## src/rtl/half_adder_if.sv

```systemverilog
// ----------------------------------------------------------------------------
// half_adder_if
//   Bundles the operand, result and valid signals of the half adder.
//   master : drives A, B and in_valid. Samples the combinational and
//            registered results.
//   slave  : the adder itself. Samples A, B and in_valid. Drives S, Cout,
//            S_q, Cout_q and out_valid.
// Signals
//   A, B      [WIDTH]  operands, bit i feeds slice i
//   in_valid  1        A/B qualified for the registered path
//   S, Cout   [WIDTH]  combinational sum / carry
//   S_q, Cout_q [WIDTH] registered sum / carry
//   out_valid 1        S_q/Cout_q hold a result this cycle
// ----------------------------------------------------------------------------
interface half_adder_if #(
    parameter int WIDTH = 1
);
    logic [WIDTH-1:0] A;
    logic [WIDTH-1:0] B;
    logic             in_valid;
    logic [WIDTH-1:0] S;
    logic [WIDTH-1:0] Cout;
    logic [WIDTH-1:0] S_q;
    logic [WIDTH-1:0] Cout_q;
    logic             out_valid;

    modport master (
        output A, B, in_valid,
        input  S, Cout, S_q, Cout_q, out_valid
    );

    modport slave (
        input  A, B, in_valid,
        output S, Cout, S_q, Cout_q, out_valid
    );
endinterface

```

## src/rtl/half_adder.sv

```systemverilog
// ----------------------------------------------------------------------------
// half_adder
//   Bit-parallel half adder with two result paths.
//   - Combinational: S = A ^ B, Cout = A & B, per slice.
//   - Registered: one-cycle latency, qualified by out_valid.
//   Also keeps a saturating count of accepted operations that carried in
//   any slice.
// Ports
//   clk        rising-edge clock
//   rst_n      asynchronous active-low reset
//   bus        half_adder_if.slave (A, B, in_valid, S, Cout, S_q, Cout_q,
//              out_valid)
//   clr_cnt    synchronous clear of carry_cnt. Overrides an increment.
//   carry_cnt  accepted ops with |(A&B), saturating at all-ones
// ----------------------------------------------------------------------------
module half_adder #(
    parameter int WIDTH = 1,
    parameter int CNT_W = 16
) (
    input  logic             clk,
    input  logic             rst_n,
    half_adder_if.slave      bus,
    input  logic             clr_cnt,
    output logic [CNT_W-1:0] carry_cnt
);

    localparam logic [CNT_W-1:0] CNT_MAX = {CNT_W{1'b1}};

    logic [WIDTH-1:0] sum_c;
    logic [WIDTH-1:0] carry_c;
    logic             any_carry;

    // Slices are independent, so bitwise operators give per-slice results.
    // No carry ripples between bits. An X on one operand bit stays in that
    // slice.
    assign sum_c     = bus.A ^ bus.B;
    assign carry_c   = bus.A & bus.B;
    assign any_carry = |carry_c;

    assign bus.S     = sum_c;
    assign bus.Cout  = carry_c;

    // Registered path. When in_valid is low, the data registers hold their
    // last values. Consumers only look at them while out_valid is set.
    always_ff @(posedge clk or negedge rst_n) begin
        if (!rst_n) begin
            bus.S_q       <= '0;
            bus.Cout_q    <= '0;
            bus.out_valid <= 1'b0;
        end else begin
            bus.out_valid <= bus.in_valid;
            if (bus.in_valid) begin
                bus.S_q    <= sum_c;
                bus.Cout_q <= carry_c;
            end
        end
    end

    // Carry-event counter. A clear wins over an increment on the same edge.
    // The counter stops at all-ones instead of wrapping.
    always_ff @(posedge clk or negedge rst_n) begin
        if (!rst_n) begin
            carry_cnt <= '0;
        end else if (clr_cnt) begin
            carry_cnt <= '0;
        end else if (bus.in_valid && any_carry && (carry_cnt != CNT_MAX)) begin
            carry_cnt <= carry_cnt + 1'b1;
        end
    end

endmodule

```

## src/flat_wrapper.sv

```systemverilog
// flat-port wrapper written by rule: the top's interface ports become plain ports
module half_adder_flat 
#(
    parameter int WIDTH = 1,
    parameter int CNT_W = 16
)
  (clk, rst_n, clr_cnt, carry_cnt, bus_A, bus_B, bus_in_valid, bus_S, bus_Cout, bus_S_q, bus_Cout_q, bus_out_valid);
  half_adder_if #(.WIDTH(WIDTH)) bus_i ();
  input  logic clk;
  input  logic rst_n;
  input  logic clr_cnt;
  output logic [CNT_W-1:0] carry_cnt;
  input wire logic [$bits(bus_i.A)-1:0] bus_A;
  input wire logic [$bits(bus_i.B)-1:0] bus_B;
  input wire logic [$bits(bus_i.in_valid)-1:0] bus_in_valid;
  output wire logic [$bits(bus_i.S)-1:0] bus_S;
  output wire logic [$bits(bus_i.Cout)-1:0] bus_Cout;
  output wire logic [$bits(bus_i.S_q)-1:0] bus_S_q;
  output wire logic [$bits(bus_i.Cout_q)-1:0] bus_Cout_q;
  output wire logic [$bits(bus_i.out_valid)-1:0] bus_out_valid;
  assign bus_i.A = bus_A;
  assign bus_i.B = bus_B;
  assign bus_i.in_valid = bus_in_valid;
  assign bus_S = bus_i.S;
  assign bus_Cout = bus_i.Cout;
  assign bus_S_q = bus_i.S_q;
  assign bus_Cout_q = bus_i.Cout_q;
  assign bus_out_valid = bus_i.out_valid;
  half_adder #(.WIDTH(WIDTH), .CNT_W(CNT_W)) u_core (.clk(clk), .rst_n(rst_n), .bus(bus_i), .clr_cnt(clr_cnt), .carry_cnt(carry_cnt));
endmodule
```

## config.mk

```make
export PLATFORM = sky130hd
export DESIGN_NAME = half_adder_flat
export DESIGN_NICKNAME = d
export VERILOG_FILES = /design/src/rtl/half_adder_if.sv /design/src/rtl/half_adder.sv /design/src/flat_wrapper.sv
export SDC_FILE = /design/constraint.sdc
export NUM_CORES = 1
export LEC_CHECK = 0
export ABC_AREA = 1
export ABC_CLOCK_PERIOD_IN_PS = 2009
export CAP_MARGIN = 10
export CELL_PAD_IN_SITES_DETAIL_PLACEMENT = 2
export CELL_PAD_IN_SITES_GLOBAL_PLACEMENT = 2
export CORE_UTILIZATION = 27
export DETAILED_ROUTE_END_ITERATION = 16
export HOLD_SLACK_MARGIN = 0.12
export PLACE_DENSITY = 0.81
export SYNTH_ARGS = -nofsm -noshare
export SYNTH_HDL_FRONTEND = slang
export SYNTH_SLANG_ARGS = --single-unit
```

## constraint.sdc

```tcl
create_clock -name clk -period 2.01 [get_ports clk]
set_input_delay 0.201 -clock clk [delete_from_list [all_inputs] [get_ports clk]]
set_output_delay 0.201 -clock clk [all_outputs]
set_load 0.05 [all_outputs]
```

==> metrics.csv <==
stage,metric,value,unit
synthesis,post_synth_and_or_nand_nor_area_fraction,39.66,%
routing,drcViolationCount,0,
synthesis,yosysSeqAreaShare,42.46,%
synthesis,synth_compound_gate_area_share,6.704,%
clock_tree,number_of_cts_inserted_buffers,3,
critical_path,timing.critical_path.arrival,1.59,ns
cells_and_area,drive_above_1_share,8.989,%
power,total_leakage_power,0.6410,nW
timing,final.setup_skew,0.005388,ns
cells_and_area,syn2layout_area_growth,33.07,%
clock_tree,tritoncts,yes,
job,max_capacitance_violation_count,0,
global_routing,grt_overflow,0,
floorplanning,initial_utilization,27.99,%
timing,max_slew_margin,63.19,%
routing,totalWireLength,3684,um
placed_design,place.gp.congestion,0.7365,
synthesis,netlist_instances,149,
synthesis,asyncSetResetFlopFracSynth,100.0,%
floorplanning,coreArea,4000,um2
clock_tree,clkSinkCount,19,
timing,hold_violation_total_from_the_final_report,0,
clock_tree,insertion_delay,0.27,ns
synthesis,synth.ff_latch_count,19,
timing,grt_setup_unrepaired,no,
global_routing,use_met3,3.276,%
synthesis,synth.lib_cells_used.distinct,23,
synthesis,post_synth_instance_area,1120,um2
synthesis,synth_edf_count,0,
global_routing,via_count_of_the_first_global_routing_pass,1327,
synthesis,synth_top_area_share,42.46,%
clock_tree,hold_buffers,0,
run_status,status,finished clean,
global_routing,gr-usage-met2,35.97,%
critical_path,cp-start-kind,flip-flop,
critical_path,cp_cell_sequence,clkdlybuf4s50_1,
critical_path,worstPathBufferInverterCount,1,
clock_tree,post_cts_resized,0,
routing,dr_total_vias,1136,
timing,finalMaxSlewViolations,0,
synthesis,synth.most_common_cell,sky130_fd_sc_hd__nand2_1,
cells_and_area,antenna_cells_inserted,0,
clock_tree,clock_path_buffers,2,
critical_path,critical-path-slowest-cell,sky130_fd_sc_hd__clkdlybuf4s50_1,
power,fin_total_pwr,0.7961,mW
synthesis,yosys-top-cells-area,"sky130_fd_sc_hd__dfrtp_1, sky130_fd_sc_hd__nand2_1, sky130_fd_sc_hd__nand4_1",
cells_and_area,stdcell_count,228,
critical_path,critical_path_peak_fanout,6,
clock_tree,cts-root-buf,sky130_fd_sc_hd__clkbuf_8,
routing,drtAntennaViolNets,0,
timing,setup-tns-final,0,ns
timing,timing.final.setup_violations,0,
timing,timing.fmax,557.2,MHz
global_routing,grt_util_met1,21.80,%
routing,route.detailed.wl_per_inst,16.16,um
synthesis,most_used_flip_flop_cell_after_synthesis,sky130_fd_sc_hd__dfrtp_1,
clock_tree,htree_levels,1,
routing,vias_per_cell,4.982,
cells_and_area,multi_input_comb_area,590.6,um2
timing,tightestPinTransition,0.5501,ns
floorplanning,fp.dieW,66.40,um
placed_design,dp_hpwl,2809,um
synthesis,avgSynthCellArea,7.516,um2
power,powerDensity,534.3,nW/um2
placed_design,place_inst,224,
power,ir_drop,248.7,uV
global_routing,grt_first_pass_wirelength,6251,um
placed_design,port-buffer-count,26,
synthesis,synth_adder_area_share,2.235,%
timing,fin_worst_hold_slack,0.2782,ns
critical_path,category_of_the_most_critical_setup_path,reg2out,
floorplanning,placement_rows,23,
critical_path,cp_slowest_stage_delay,0.85,ns
clock_tree,post-cts-setup-buffers,0,
synthesis,yosys-top-cells-count,"sky130_fd_sc_hd__nand2_1, sky130_fd_sc_hd__dfrtp_1, sky130_fd_sc_hd__nor2_1",
clock_tree,cts.clk_slew.worst_paths,0.08,ns
critical_path,cpLargestDelayFamily,buffers and inverters,
routing,initial_drc_count,21,
global_routing,top_usage_layer,met2,
timing,layout_worst_path_cycle_share,89.29,%
floorplanning,floorplan.die_area,4409,um2
synthesis,synth_xor_area_share,3.128,%
floorplanning,die-height,66.40,um
floorplanning,top_level_ports,27,
cells_and_area,fillerInstances,481,
synthesis,synth.yosys.warnings,0,
synthesis,synthesis.nets,157,
synthesis,synth_mux_area_share,1.006,%
critical_path,cp_data_required_time,1.81,ns
critical_path,endpoint_kind_of_the_worst_setup_timing_path,output port,
cells_and_area,register_area,475.5,um2
worst_hold_path,timing.hold.worst.class,in2async,
global_routing,grt_max_degree,20,
synthesis,synth_largest_area_cell,sky130_fd_sc_hd__dfrtp_1,
global_routing,groute.usage.overall,19.45,%
routing,dr.pass1.iters,4,
global_routing,grt_antenna_before_repair,0,
synthesis,main_combinational_cell_family_by_area_after_synthesis,simple AND/OR/NAND/NOR gates,
cells_and_area,nets,187,
timing,final.min_clock_period,1.795,ns
per-stage QoR:
step	instance area [um2]	setup slack, ns	utilization (%)
after floorplan	1120	0.1636	-
after detailed placement	1445	0.1666	36.13
final	1490	0.2153	37.25
after global placement	1445	0.2621	36.13
after global routing	1490	0.04583	37.25
after CTS	1490	0.1987	37.25
cell type report:
cell class | instances | area share, %
Inverter | 9 | 2.267
Sequential cell | 19 | 31.91
Tap cell | 50 | 4.198
Clock buffer | 4 | 3.023
Multi-Input combinational cell | 118 | 39.63
Timing Repair Buffer | 28 | 18.98
power by group:
part | internal, mW | leakage, nW | switching, mW | total (mW)
registers | 0.389 | 0.260 | 0.00491 | 0.394
clock network | 0.142 | 0.0228 | 0.142 | 0.284
logic | 0.0410 | 0.359 | 0.0773 | 0.118
flip-flops by register name (all words and copies together) (netlist names):
| register | count |
|---|---|
| u_core.bus.S_q | 1 |
| u_core.bus.out_valid | 1 |
| u_core.carry_cnt | 16 |
| u_core.bus.Cout_q | 1 |
final timing paths:
path | from | endpoint | slack (ns) | cells past startpoint
setup reg to reg | u_core.carry_cnt[0] | u_core.carry_cnt[11] | 0.23 | 9
hold / removal | rst_n | u_core.carry_cnt[13] | 0.28 | 2
min in group clk | bus_in_valid | u_core.bus.out_valid | 0.51 | 1
hold reg to reg | u_core.bus.Cout_q | u_core.bus.Cout_q | 0.53 | 2
setup / recovery | u_core.carry_cnt[13] | carry_cnt[13] | 0.22 | 1
max in group asynchronous | rst_n | u_core.bus.S_q | 1.51 | 2
kinds of logic after synthesis:
group / count (synthesis)
muxes: 1
AOI/OAI and AO/OA: 13
xor gates and xnor gates: 4
adders and majority gates: 2
and+or+nand+nor: 98
DFF: 19
buffers and inverters: 12
layer usage:
layer | routed length [um] | vias to the layer above | part of all wire, %
li1 | - | 545 | -
met1 | 1568 | 564 | 43
met2 | 1957 | 22 | 53
met3 | 100 | 5 | 2.7
met4 | 58 | 0 | 1.6
met5 | 0 | - | 0
cells in the final DEF (no fill, tap or decap), drive strengths merged:
master and instances:
ha 2, nand2 56, o21ai 6, o21bai 3, xor2 4, nand3b 1
o211ai 1, nor2 20, mux2 1, nand4 10, dfrtp 19, inv 9
a21oi 3, clkdlybuf4s50 24, clkbuf 4, nand3 10, or2 1, buf 4
(Power assumes the default switching activity.)
